### config.mk
export PLATFORM = sky130hd
export DESIGN_NAME = wb_cmd_master_flat
export DESIGN_NICKNAME = d
export VERILOG_FILES = /design/src/rtl/wb_cmd_master_if.sv /design/src/rtl/wb_cmd_master.sv /design/src/flat_wrapper.sv
export SDC_FILE = /design/constraint.sdc
export NUM_CORES = 1
export LEC_CHECK = 0
export CAP_MARGIN = 20
export CORE_MARGIN = 10
export CORE_UTILIZATION = 39
export DETAILED_ROUTE_END_ITERATION = 7
export HOLD_SLACK_MARGIN = 0.03
export MAX_ROUTING_LAYER = met4
export PLACE_DENSITY_LB_ADDON = 0.08
export SKIP_CTS_REPAIR_TIMING = 1
export SLEW_MARGIN = 20
export SYNTH_ARGS = -nofsm -noshare
export SYNTH_HDL_FRONTEND = slang
export SYNTH_SLANG_ARGS = --single-unit
### constraint.sdc
create_clock -name i_clk -period 2 [get_ports i_clk]
set_clock_uncertainty 0.15 [all_clocks]
set_input_delay 0.6 -clock i_clk [delete_from_list [all_inputs] [get_ports i_clk]]
set_output_delay 0.6 -clock i_clk [all_outputs]
set_load 0.02 [all_outputs]
### src/rtl/wb_cmd_master_if.sv
// rtl/wb_cmd_master_if.sv - command/response and Wishbone signal bundle for wb_cmd_master
interface wb_cmd_master_if #(
  parameter int DATA_WIDTH = 32,
  parameter int ADDR_WIDTH = 32
);
  logic                    cmd_valid_i;
  logic                    cmd_ready_o;
  logic                    cmd_we_i;
  logic [ADDR_WIDTH-1:0]   cmd_adr_i;
  logic [DATA_WIDTH-1:0]   cmd_dat_i;
  logic                    rsp_valid_o;
  logic                    rsp_ready_i;
  logic [DATA_WIDTH-1:0]   rsp_dat_o;
  logic                    rsp_err_o;
  logic [ADDR_WIDTH-1:0]   wb_adr_o;
  logic [DATA_WIDTH-1:0]   wb_dat_o;
  logic [DATA_WIDTH-1:0]   wb_dat_i;
  logic                    wb_we_o;
  logic [DATA_WIDTH/8-1:0] wb_sel_o;
  logic                    wb_stb_o;
  logic                    wb_cyc_o;
  logic                    wb_ack_i;
  logic                    wb_err_i;
  logic                    busy_o;

  // Bus initiator view
  modport master (
    input  cmd_valid_i, cmd_we_i, cmd_adr_i, cmd_dat_i, rsp_ready_i,
           wb_dat_i, wb_ack_i, wb_err_i,
    output cmd_ready_o, rsp_valid_o, rsp_dat_o, rsp_err_o,
           wb_adr_o, wb_dat_o, wb_we_o, wb_sel_o, wb_stb_o, wb_cyc_o, busy_o
  );

  // Environment view: command source, response sink and Wishbone slave
  modport slave (
    output cmd_valid_i, cmd_we_i, cmd_adr_i, cmd_dat_i, rsp_ready_i,
           wb_dat_i, wb_ack_i, wb_err_i,
    input  cmd_ready_o, rsp_valid_o, rsp_dat_o, rsp_err_o,
           wb_adr_o, wb_dat_o, wb_we_o, wb_sel_o, wb_stb_o, wb_cyc_o, busy_o
  );
endinterface

### src/rtl/wb_cmd_master.sv
// rtl/wb_cmd_master.sv - single-outstanding Wishbone classic initiator (optional timeout: WB_MASTER_TIMEOUT_EN)
module wb_cmd_master #(
  parameter int DATA_WIDTH     = 32,
  parameter int ADDR_WIDTH     = 32,
  parameter int TIMEOUT_CYCLES = 255
) (
  input  logic           i_clk,
  input  logic           i_rst,
  wb_cmd_master_if.master bus
);

  typedef enum logic [1:0] {IDLE, BUS, RESP} state_t;

  state_t state;
  logic   tmo_fire;

  // Parameter sanity hook: illegal combinations elaborate an empty marker block
  if (TIMEOUT_CYCLES < 1 || (DATA_WIDTH % 8) != 0) begin : g_bad_params
  end

`ifdef WB_MASTER_TIMEOUT_EN
  localparam int TW = $clog2(TIMEOUT_CYCLES + 1);
  localparam logic [TW-1:0] TMO_LAST = TW'(TIMEOUT_CYCLES - 1);
  localparam logic [TW-1:0] TMO_MAX  = TW'(TIMEOUT_CYCLES);

  logic [TW-1:0] tmo_cnt;

  // Fires on the BUS edge that completes the TIMEOUT_CYCLES-th waiting cycle
  assign tmo_fire = (tmo_cnt >= TMO_LAST);
`else
  assign tmo_fire = 1'b0;
`endif

  // Control FSM with all outputs registered
  always_ff @(posedge i_clk) begin
    if (i_rst) begin
      state           <= IDLE;
      bus.cmd_ready_o <= 1'b0;
      bus.rsp_valid_o <= 1'b0;
      bus.rsp_dat_o   <= '0;
      bus.rsp_err_o   <= 1'b0;
      bus.wb_adr_o    <= '0;
      bus.wb_dat_o    <= '0;
      bus.wb_we_o     <= 1'b0;
      bus.wb_sel_o    <= '0;
      bus.wb_stb_o    <= 1'b0;
      bus.wb_cyc_o    <= 1'b0;
      bus.busy_o      <= 1'b0;
`ifdef WB_MASTER_TIMEOUT_EN
      tmo_cnt         <= '0;
`endif
    end else begin
      case (state)
        IDLE: begin
          bus.cmd_ready_o <= 1'b1;
          if (bus.cmd_ready_o && bus.cmd_valid_i) begin
            bus.wb_adr_o    <= bus.cmd_adr_i;
            bus.wb_dat_o    <= bus.cmd_dat_i;
            bus.wb_we_o     <= bus.cmd_we_i;
            bus.wb_sel_o    <= '1;
            bus.wb_cyc_o    <= 1'b1;
            bus.wb_stb_o    <= 1'b1;
            bus.cmd_ready_o <= 1'b0;
            bus.busy_o      <= 1'b1;
`ifdef WB_MASTER_TIMEOUT_EN
            tmo_cnt         <= '0;
`endif
            state           <= BUS;
          end
        end

        BUS: begin
`ifdef WB_MASTER_TIMEOUT_EN
          if (tmo_cnt != TMO_MAX) tmo_cnt <= tmo_cnt + 1'b1;
`endif
          // err outranks ack; any slave termination outranks the timeout
          if (bus.wb_err_i || (!bus.wb_ack_i && tmo_fire)) begin
            bus.wb_cyc_o    <= 1'b0;
            bus.wb_stb_o    <= 1'b0;
            bus.rsp_dat_o   <= '0;
            bus.rsp_err_o   <= 1'b1;
            bus.rsp_valid_o <= 1'b1;
            state           <= RESP;
          end else if (bus.wb_ack_i) begin
            bus.wb_cyc_o    <= 1'b0;
            bus.wb_stb_o    <= 1'b0;
            bus.rsp_dat_o   <= bus.wb_we_o ? '0 : bus.wb_dat_i;
            bus.rsp_err_o   <= 1'b0;
            bus.rsp_valid_o <= 1'b1;
            state           <= RESP;
          end
        end

        RESP: begin
          if (bus.rsp_ready_i) begin
            bus.rsp_valid_o <= 1'b0;
            bus.cmd_ready_o <= 1'b1;
            bus.busy_o      <= 1'b0;
            state           <= IDLE;
          end
        end

        default: begin
          state <= IDLE;
        end
      endcase
    end
  end

endmodule

### src/flat_wrapper.sv
// flat-port wrapper written by rule: the top's interface ports become plain ports
module wb_cmd_master_flat 
#(
  parameter int DATA_WIDTH     = 32,
  parameter int ADDR_WIDTH     = 32,
  parameter int TIMEOUT_CYCLES = 255
)
  (i_clk, i_rst, bus_cmd_valid_i, bus_cmd_we_i, bus_cmd_adr_i, bus_cmd_dat_i, bus_rsp_ready_i, bus_wb_dat_i, bus_wb_ack_i, bus_wb_err_i, bus_cmd_ready_o, bus_rsp_valid_o, bus_rsp_dat_o, bus_rsp_err_o, bus_wb_adr_o, bus_wb_dat_o, bus_wb_we_o, bus_wb_sel_o, bus_wb_stb_o, bus_wb_cyc_o, bus_busy_o);
  wb_cmd_master_if #(.DATA_WIDTH(DATA_WIDTH), .ADDR_WIDTH(ADDR_WIDTH)) bus_i ();
  input  logic i_clk;
  input  logic i_rst;
  input wire logic [$bits(bus_i.cmd_valid_i)-1:0] bus_cmd_valid_i;
  input wire logic [$bits(bus_i.cmd_we_i)-1:0] bus_cmd_we_i;
  input wire logic [$bits(bus_i.cmd_adr_i)-1:0] bus_cmd_adr_i;
  input wire logic [$bits(bus_i.cmd_dat_i)-1:0] bus_cmd_dat_i;
  input wire logic [$bits(bus_i.rsp_ready_i)-1:0] bus_rsp_ready_i;
  input wire logic [$bits(bus_i.wb_dat_i)-1:0] bus_wb_dat_i;
  input wire logic [$bits(bus_i.wb_ack_i)-1:0] bus_wb_ack_i;
  input wire logic [$bits(bus_i.wb_err_i)-1:0] bus_wb_err_i;
  output wire logic [$bits(bus_i.cmd_ready_o)-1:0] bus_cmd_ready_o;
  output wire logic [$bits(bus_i.rsp_valid_o)-1:0] bus_rsp_valid_o;
  output wire logic [$bits(bus_i.rsp_dat_o)-1:0] bus_rsp_dat_o;
  output wire logic [$bits(bus_i.rsp_err_o)-1:0] bus_rsp_err_o;
  output wire logic [$bits(bus_i.wb_adr_o)-1:0] bus_wb_adr_o;
  output wire logic [$bits(bus_i.wb_dat_o)-1:0] bus_wb_dat_o;
  output wire logic [$bits(bus_i.wb_we_o)-1:0] bus_wb_we_o;
  output wire logic [$bits(bus_i.wb_sel_o)-1:0] bus_wb_sel_o;
  output wire logic [$bits(bus_i.wb_stb_o)-1:0] bus_wb_stb_o;
  output wire logic [$bits(bus_i.wb_cyc_o)-1:0] bus_wb_cyc_o;
  output wire logic [$bits(bus_i.busy_o)-1:0] bus_busy_o;
  assign bus_i.cmd_valid_i = bus_cmd_valid_i;
  assign bus_i.cmd_we_i = bus_cmd_we_i;
  assign bus_i.cmd_adr_i = bus_cmd_adr_i;
  assign bus_i.cmd_dat_i = bus_cmd_dat_i;
  assign bus_i.rsp_ready_i = bus_rsp_ready_i;
  assign bus_i.wb_dat_i = bus_wb_dat_i;
  assign bus_i.wb_ack_i = bus_wb_ack_i;
  assign bus_i.wb_err_i = bus_wb_err_i;
  assign bus_cmd_ready_o = bus_i.cmd_ready_o;
  assign bus_rsp_valid_o = bus_i.rsp_valid_o;
  assign bus_rsp_dat_o = bus_i.rsp_dat_o;
  assign bus_rsp_err_o = bus_i.rsp_err_o;
  assign bus_wb_adr_o = bus_i.wb_adr_o;
  assign bus_wb_dat_o = bus_i.wb_dat_o;
  assign bus_wb_we_o = bus_i.wb_we_o;
  assign bus_wb_sel_o = bus_i.wb_sel_o;
  assign bus_wb_stb_o = bus_i.wb_stb_o;
  assign bus_wb_cyc_o = bus_i.wb_cyc_o;
  assign bus_busy_o = bus_i.busy_o;
  wb_cmd_master #(.DATA_WIDTH(DATA_WIDTH), .ADDR_WIDTH(ADDR_WIDTH), .TIMEOUT_CYCLES(TIMEOUT_CYCLES)) u_core (.i_clk(i_clk), .i_rst(i_rst), .bus(bus_i));
endmodule
==> results of run 1 <==
stage by stage:
step / cell area [um2] / hold WS (ns) / setup TNS (ns)
after floorplan: 3880 / 0.342 / 0
after global placement: 6120 / 0.291 / -0.317
after detailed placement: 6120 / 0.296 / -3.18
after CTS: 6410 / 0.310 / -10.76
after global routing: 6680 / 0.321 / 0
final: 6680 / 0.303 / 0
logic make-up (layout without fill, tap and decap cells):
group,count (synthesis),in the layout
compound gates,105,105
simple gates,214,214
buf+inv,46,244
flops,105,105
power groups by stage:
stage | clock [uW] | sequential (uW) | combinational [uW]
detailed placement | 0 | 2280 | 841
floorplan | 0 | 2380 | 259
global placement | 0 | 2270 | 835
CTS | 1850 | 2230 | 845
finish | 1820 | 2230 | 817
global route | 1930 | 2240 | 880
sequential cells by signal (all words and copies together), names as in the netlist:
signal	flops
u_core.bus.wb_cyc_o	1
u_core.bus.rsp_valid_o	1
u_core.bus.wb_we_o	1
u_core.bus.wb_sel_o	1
u_core.bus.cmd_ready_o	1
u_core.bus.rsp_dat_o	32
u_core.bus.wb_dat_o	32
u_core.bus.rsp_err_o	1
u_core.bus.wb_adr_o	32
u_core.state	2
u_core.bus.busy_o	1
layer usage:
| layer | GRT usage | wire, um |
|---|---|---|
| met1 | 0.195 | 5310 |
| met2 | 0.285 | 6350 |
| met3 | 0.0755 | 1240 |
| met4 | 0.0618 | 215 |
| met5 | - | 0 |
final cells by class:
type                    instances  area (um2)
fillers                       821        3050
repair buffers                227        2540
flip-flops and latches        105        2100
multi-input cells             319        1570
well taps                     133         166
clock buffers                  11         141
clock inverters                 5         150
inverters                       1        3.75
final timing paths:
| path | startpoint | endpoint | depth (start not counted) |
|---|---|---|---|
| worst max-delay path | u_core.bus.wb_we_o$_SDFFE_PP0P_ | bus_wb_we_o | 1 |
| worst min-delay path | u_core.bus.wb_dat_o[12]$_SDFFE_PP0P_ | u_core.bus.wb_dat_o[12]$_SDFFE_PP0P_ | 2 |
| worst max register to register | u_core.state[0]$_SDFFE_PP0P_ | u_core.bus.rsp_dat_o[17]$_SDFFE_PP0P_ | 3 |
| worst min register to register | u_core.bus.wb_dat_o[12]$_SDFFE_PP0P_ | u_core.bus.wb_dat_o[12]$_SDFFE_PP0P_ | 2 |
synthesized netlist by cell type (2+ instances only):
library cell,n,share of area
buf_4,5,0.0097
dfxtp_1,105,0.54
buf_6,3,0.0087
buf_2,19,0.024
o21ai_0,2,0.0026
nor2_1,4,0.0039
a21oi_1,70,0.090
nand2_1,134,0.13
nand4_1,32,0.052
clkbuf_1,15,0.014
o21ai_1,30,0.039
buf_1,3,0.0029
nand2b_1,34,0.055
nor3_1,2,0.0026
placed cells by master, fill, tap and decap left out:
cell type | synthesis | routed
a21bo_2 | 1 | 1
a21oi_1 | 70 | 70
a31oi_1 | 1 | 1
and2_4 | 1 | 1
and4bb_2 | 0 | 1
buf_12 | 0 | 4
buf_4 | 5 | 15
bufinv_16 | 0 | 5
clkbuf_1 | 15 | 1
clkbuf_8 | 0 | 10
clkdlybuf4s50_1 | 0 | 101
dfxtp_1 | 105 | 105
dlymetal6s2s_1 | 0 | 107
inv_1 | 1 | 1
nand2_1 | 134 | 134
nand2b_1 | 34 | 34
nand3b_1 | 1 | 1
nand4_1 | 32 | 32
nand4bb_4 | 0 | 1
nor2_1 | 4 | 4
nor2b_2 | 0 | 1
nor3_1 | 2 | 2
nor3_4 | 0 | 1
nor3b_1 | 1 | 1
o21ai_0 | 2 | 2
o21ai_1 | 30 | 30
o22ai_1 | 1 | 1
or2_1 | 1 | 1
==> metrics, run 1 <==
Psw 1130 uW; Synthesis Warnings 0; Final Max Tran Viols 0; crit end category output pin; H-tree lvl count 3; crit path buf inv count 1; worst slack, placed -0.0757 ns; worst setup slack after layout 0.179 ns; Period minus WS final between 1.5 and 2 ns; total gr overflow 0; CTS buffer count 9; worst path cell trace dlymetal6s2s_1; initial antenna violation count 0; Worst-path clk slew 0.09 ns; Worst Path Required 1.25 ns; GRT Util Overall 0.178; CTS tree yes; combinational fraction of design power 0.168; max incr delay on CP between 0.4 and 0.5 ns; Synth Area in Simple Gates 0.260; CTS max path bufs 2; Die Footprint 14300 um2; Post-synth ARST share 0; Startpoint Class flip-flop; post-synthesis cell count 470; number of synthesized register bits 105; Primary FF master, synth dfxtp_1; final hold vios 0; max_cap viols 0; Clock Sinks 105; Sw Ratio 0.234; slowest CP cell dfxtp_1; TritonRoute pass-1 iters 4; first-pass GRT wire length 20.3 mm; Crit Path Category reg2out; CP top delay family flip-flops; area grow syn2layout 71.9%; Syn Nets 573; HPWL Detailed 9.67 mm; largest net degree at the start of global routing 59; worst hold path class reg2reg; status completed; NumNets Final between 700 and 800; Inserted Diodes 0; Ports 210; Max VDD drop around 390 uV; worst skew pair latency 0.36 ns; GP Congestion 0.738; max_slew headroom 0.772; main combinational cell family by area after synthesis simple AND/OR/NAND/NOR gates; Routed WL 13.1 mm; Seq pwr share 0.458; Horiz. Die Dim 120 um; number of port buffers 209; arrival time worst endpoint 1.07 ns; Antenna Nets Post-Route 0; # rows 36; via count 3863; vias in the first global route 3876; r2r setup slk 0.54 ns; fin crit share 0.910; Avg Inst Size Synth 8.26 um2; final core occ 0.686; Layout Cells excl Fill 801; final total power around 4900 uW; area share of fa/ha/maj cells after synthesis 0; post-synthesis compound-gate area fraction 0.137; Clk pwr share 0.374; vias per cell ~4.8; Slew @ Worst Pin around 0.34 ns; Distinct cells, synth 26; Initial Util 0.399; PD cells 728 nW/um2; Critical Path Fanout Max 3; wire length per cell 16.4 um; Pint 3720 uW; Clock Root Buffer clkbuf_8; RSZ-0062 raised after global routing no; Die Height 120 um; count of flip-flops with a built-in enable after synthesis 0; DRC 0; placed insts between 700 and 800; Mapped Area between 3000 and 4000 um2; mux contribution to synthesized area 0; layout cells sized above 1 0.0599; Pleak 0.00412 uW; Synth Area in XOR/XNOR 0; final setup vio count 0; core area 9730 um2; initial drt markers 218; fmax between 500 and 600 MHz; register area share after synthesis 0.541
No activity file was read; power rests on OpenSTA's default activity.
==> run 2: changes to the inputs <==
CORE_MARGIN = default   (was 10)
==> run 2 against run 1 <==
Against the previous run:
- via count grew 0.98%
- critical path type unchanged
- global-route usage is 3.4 points higher
- register-to-register slack worse by 0.04 ns
==> metrics, run 2 (same netlist as run 1, synthesis figures left out) <==
status completed; initial drt markers 90; Stages on worst setup path 1; final total power ~4400 uW; final core occ 0.678; TritonRoute pass-1 iters 4; HPWL Detailed 7.59 mm; CP top delay family flip-flops; initial antenna violation count 0; wire length per cell 13.9 um; Routed WL 11.1 mm; layout cells sized above 1 0.0556; max incr delay on CP between 0.4 and 0.5 ns; Final Max Tran Viols 0; setup TNS 0 ns; CTS tree yes; CTS max path bufs 2; NumNets Final ~760; Period minus WS final 1.82 ns; largest net degree at the start of global routing 58; Horiz. Die Dim 102 um; area grow syn2layout 69.9%; fmax 551 MHz; vias in the first global route 3564; first-pass GRT wire length approximately 17 mm; Psw around 1100 uW; WHS 0.304 ns; RSZ-0062 raised after global routing no; Initial Util 0.399; DRC 0; most common cell after layout, fill and taps aside nand2_1; Antenna Nets Post-Route 0; combinational fraction of design power 0.188; GP Congestion 0.735; Worst Path Required 1.25 ns; worst hold path class reg2reg; PD cells 660 nW/um2; arrival time worst endpoint 1.07 ns; worst setup slack after layout approximately 0.18 ns; FF-to-FF path depth 3; Seq pwr share 0.511; Critical Path Fanout Max 3; # rows 36; crit end category output pin; worst path cell trace dlymetal6s2s_1; Pint roughly 3200 uW; Inserted Diodes 0; fin crit share 0.908; slowest CP cell dfxtp_1; core area between 9000 and 10000 um2; Clock Sinks 105; CTS buffer count 9; final hold vios 0; Pleak 0.00407 uW; Die Footprint 10400 um2; worst slack, placed -0.149 ns; Slew @ Worst Pin around 0.34 ns; Sw Ratio 0.260; Regs by FF count u_core.bus.rsp_dat_o x32, u_core.bus.wb_adr_o x32, u_core.bus.wb_dat_o x32; max_cap viols 0; total gr overflow 0; crit path buf inv count 1; number of port buffers 209; Ports 210; worst skew pair latency 0.34 ns; vias per cell 4.89; Max VDD drop slightly above 400 uV; Worst-path clk slew 0.09 ns; H-tree lvl count 3; Clk pwr share 0.301; Hold Crit Depth 2; max_slew headroom 0.774; Crit Path Category reg2out; Startpoint Class flip-flop; final setup vio count 0; Die Height 102 um; Clock Root Buffer clkbuf_8; commonest cells after routing, fill and taps aside nand2_1, dlymetal6s2s_1, dfxtp_1; via count 3901; GRT Util Overall 0.212
run 2: changes by cell type in the layout (fill, tap and decap cells not counted):
cell,previous run,this run
buf_12,4,7
bufinv_16,5,1
buf_4,15,9
clkinvlp_4,0,2
clkinv_4,0,1
buf_2,0,1
run 2: stage by stage:
step / std cells / instance area [um2]
4_1_cts: 798 / 6330
6_report: 798 / 6600
3_5_place_dp: 783 / 6140
5_1_grt: 798 / 6600
2_1_floorplan: 470 / 3880
3_3_place_gp: 783 / 6140
run 2: worst paths after layout:
| kind | start | to | slack (ns) |
|---|---|---|---|
| setup / recovery | u_core.bus.wb_we_o$_SDFFE_PP0P_ | bus_wb_we_o | 0.18 |
| setup reg to reg | u_core.state[0]$_SDFFE_PP0P_ | u_core.bus.rsp_dat_o[1]$_SDFFE_PP0P_ | 0.50 |
| hold / removal | u_core.bus.wb_adr_o[2]$_SDFFE_PP0P_ | u_core.bus.wb_adr_o[2]$_SDFFE_PP0P_ | 0.30 |
| hold reg to reg | u_core.bus.wb_adr_o[2]$_SDFFE_PP0P_ | u_core.bus.wb_adr_o[2]$_SDFFE_PP0P_ | 0.30 |
run 2: final cells by class:
class | instances | area (um2)
Clock buffer | 11 | 141
Clock inverter | 4 | 53.8
Fill cell | 814 | 3130
Inverter | 1 | 3.75
Multi-Input combinational cell | 319 | 1570
Sequential cell | 105 | 2100
Tap cell | 133 | 166
Timing Repair Buffer | 225 | 2560
run 2: routing by layer:
layer | track usage | up-vias | wire (um)
met4 | 0.0535 | 0 | 88
met3 | 0.0566 | 12 | 879
li1 | - | 1939 | -
met2 | 0.329 | 148 | 5280
met1 | 0.273 | 1802 | 4880
met5 | - | - | 0
run 2: power by group through the flow:
stage,Sequential [uW],Clock [uW],Combinational [uW]
after floorplan,2380,0,259
after global placement,2270,0,832
after detailed placement,2280,0,838
after CTS,2230,1350,842
after global routing,2240,1420,881
final,2230,1310,820
==> run 3: changes to the inputs <==
--- a/constraint.sdc
+++ b/constraint.sdc
@@ -4,2 +4,2 @@
 set_output_delay 0.6 -clock i_clk [all_outputs]
-set_load 0.02 [all_outputs]
+set_load 0.05 [all_outputs]
==> run 3 against run 2 <==
Against the previous run:
- power is 3.7% higher
- routed wire length shrank 4.0%
- hold slack better by 0.0056 ns
- design area down 6.7%
- clock power shrank 5%
- sequential cell count stayed put
- combinational power up 27%
- worst setup slack got worse by 0.059 ns
- core utilization is 4.5 points lower
- final cell count fell by 0.13%
- via count decreased by 2.0%
- highest routed layer unchanged
==> metrics, run 3 (same netlist as run 1, synthesis figures left out) <==
worst path cell trace buf_12; r2r endpoint u_core.bus.wb_adr_o[8]$_SDFFE_PP0P_; crit path buf inv count 1; Die Footprint 10400 um2; r2r setup slk between 0.4 and 0.5 ns; Critical path origin u_core.bus.wb_sel_o[0]$_SDFFE_PP0P_; Clock Sinks 105; crit end category output pin; metal2 WL between 4 and 5 mm; Final Cell Area between 6000 and 7000 um2; GRT Util Overall 0.204; first-pass GRT wire length 16.0 mm; max_slew headroom 0.734; CTS tree yes; Horiz. Die Dim between 100 and 150 um; Startpoint Class flip-flop; fin crit share 0.937; r2r startpoint u_core.bus.cmd_ready_o$_SDFFE_PP0P_; largest net degree at the start of global routing 68; worst setup slack after layout 0.125 ns; CTS max path bufs 2; RSZ-0062 raised after global routing no; vias per cell 4.80; Routed WL ~11 mm; worst hold path class reg2reg; max_cap viols 0; Critical Path Fanout Max 5; Regs by FF count u_core.bus.rsp_dat_o x32, u_core.bus.wb_adr_o x32, u_core.bus.wb_dat_o x32; via count 3823; Inserted Diodes 0; HPWL Detailed 7.37 mm; area grow syn2layout 58.6%; initial antenna violation count 0; Die Height 102 um; met3 WL just under 800 um; DRC 0; Stages on worst setup path 1; Worst-path clk slew about 0.10 ns; Max VDD drop 410 uV; Ports 210; worst slack, placed -0.157 ns; Crit Path Category reg2out; arrival time worst endpoint 1.12 ns; Worst Hold Launch u_core.bus.wb_adr_o[22]$_SDFFE_PP0P_; H-tree lvl count 3; Clock Root Buffer clkbuf_8; Period minus WS final 1.87 ns; TritonRoute pass-1 iters 4; Slew @ Worst Pin 0.399 ns; layout cells sized above 1 0.215; total gr overflow 0; final core occ 0.633; CP top delay family flip-flops; PD cells 733 nW/um2; NumNets Final approximately 760; fmax 533 MHz; vias in the first global route between 3000 and 4000; most common cell after layout, fill and taps aside nand2_1; wire length per cell 13.4 um; core area 9730 um2; worst skew pair latency 0.35 ns; Worst Path Required 1.25 ns; Top Metal Used met4; status completed; # rows 36; Initial Util 0.399; max incr delay on CP 0.58 ns; final setup vio count 0; commonest cells after routing, fill and taps aside nand2_1, dfxtp_1, buf_4; Antenna Nets Post-Route 0; slowest CP cell dfxtp_1; GP Congestion around 0.77; Final Max Tran Viols 0; CTS buffer count 9; Cell Area, Placed between 5000 and 6000 um2; initial drt markers ~130; final hold vios 0; crit path to bus_wb_sel_o[1]; Met1 Wirelength 4.77 mm; Pleak 0.00241 uW; FF-to-FF path depth 4; number of port buffers 209
[run 3: changes by cell type in the layout (fill, tap and decap cells not counted), moves of 2 or more]
| cell | change |
|---|---|
| dlymetal6s2s_1 | -107 |
| buf_4 | +95 |
| buf_12 | +10 |
| inv_6 | +2 |
[run 3: how the worst min path moves through the flow]
stage / cells past startpoint / end
after floorplan: 2 / u_core.state[1]$_SDFFE_PP0P_
after global placement: 2 / u_core.bus.wb_adr_o[22]$_SDFFE_PP0P_
after detailed placement: 2 / u_core.bus.wb_adr_o[4]$_SDFFE_PP0P_
after CTS: 2 / u_core.bus.wb_adr_o[22]$_SDFFE_PP0P_
after global routing: 2 / u_core.bus.wb_dat_o[11]$_SDFFE_PP0P_
final: 2 / u_core.bus.wb_adr_o[22]$_SDFFE_PP0P_
[run 3: layout make-up]
class	instances	area, um2
Fill cell	872	3570
Sequential cell	105	2100
Tap cell	133	166
Inverter	1	3.75
Clock buffer	11	141
Multi-Input combinational cell	319	1570
Timing Repair Buffer	223	2140
Clock inverter	5	38.8
[run 3: routing by layer]
metal / global-route usage / up-vias
met1: 0.259 / 1737
li1: - / 1932
met2: 0.306 / 138
met4: 0.0825 / 0
met3: 0.0531 / 16
met5: - / -
[run 3: per-stage QoR]
step	setup TNS (ns)	total power (uW)	cells	hold slack, ns
floorplan	0	2850	470	0.342
global placement	-2.13	3320	781	0.292
detailed placement	-5.37	3330	781	0.297
CTS	0	4560	797	0.312
global route	0	4720	797	0.323
finish	0	4510	797	0.310
[run 3: power breakdown]
part	leakage, uW	total [uW]	internal (uW)	switching (uW)
sequential	0.000853	2240	2180	60.6
combinational	0.00147	1040	442	594
clock	0.0000903	1240	498	738
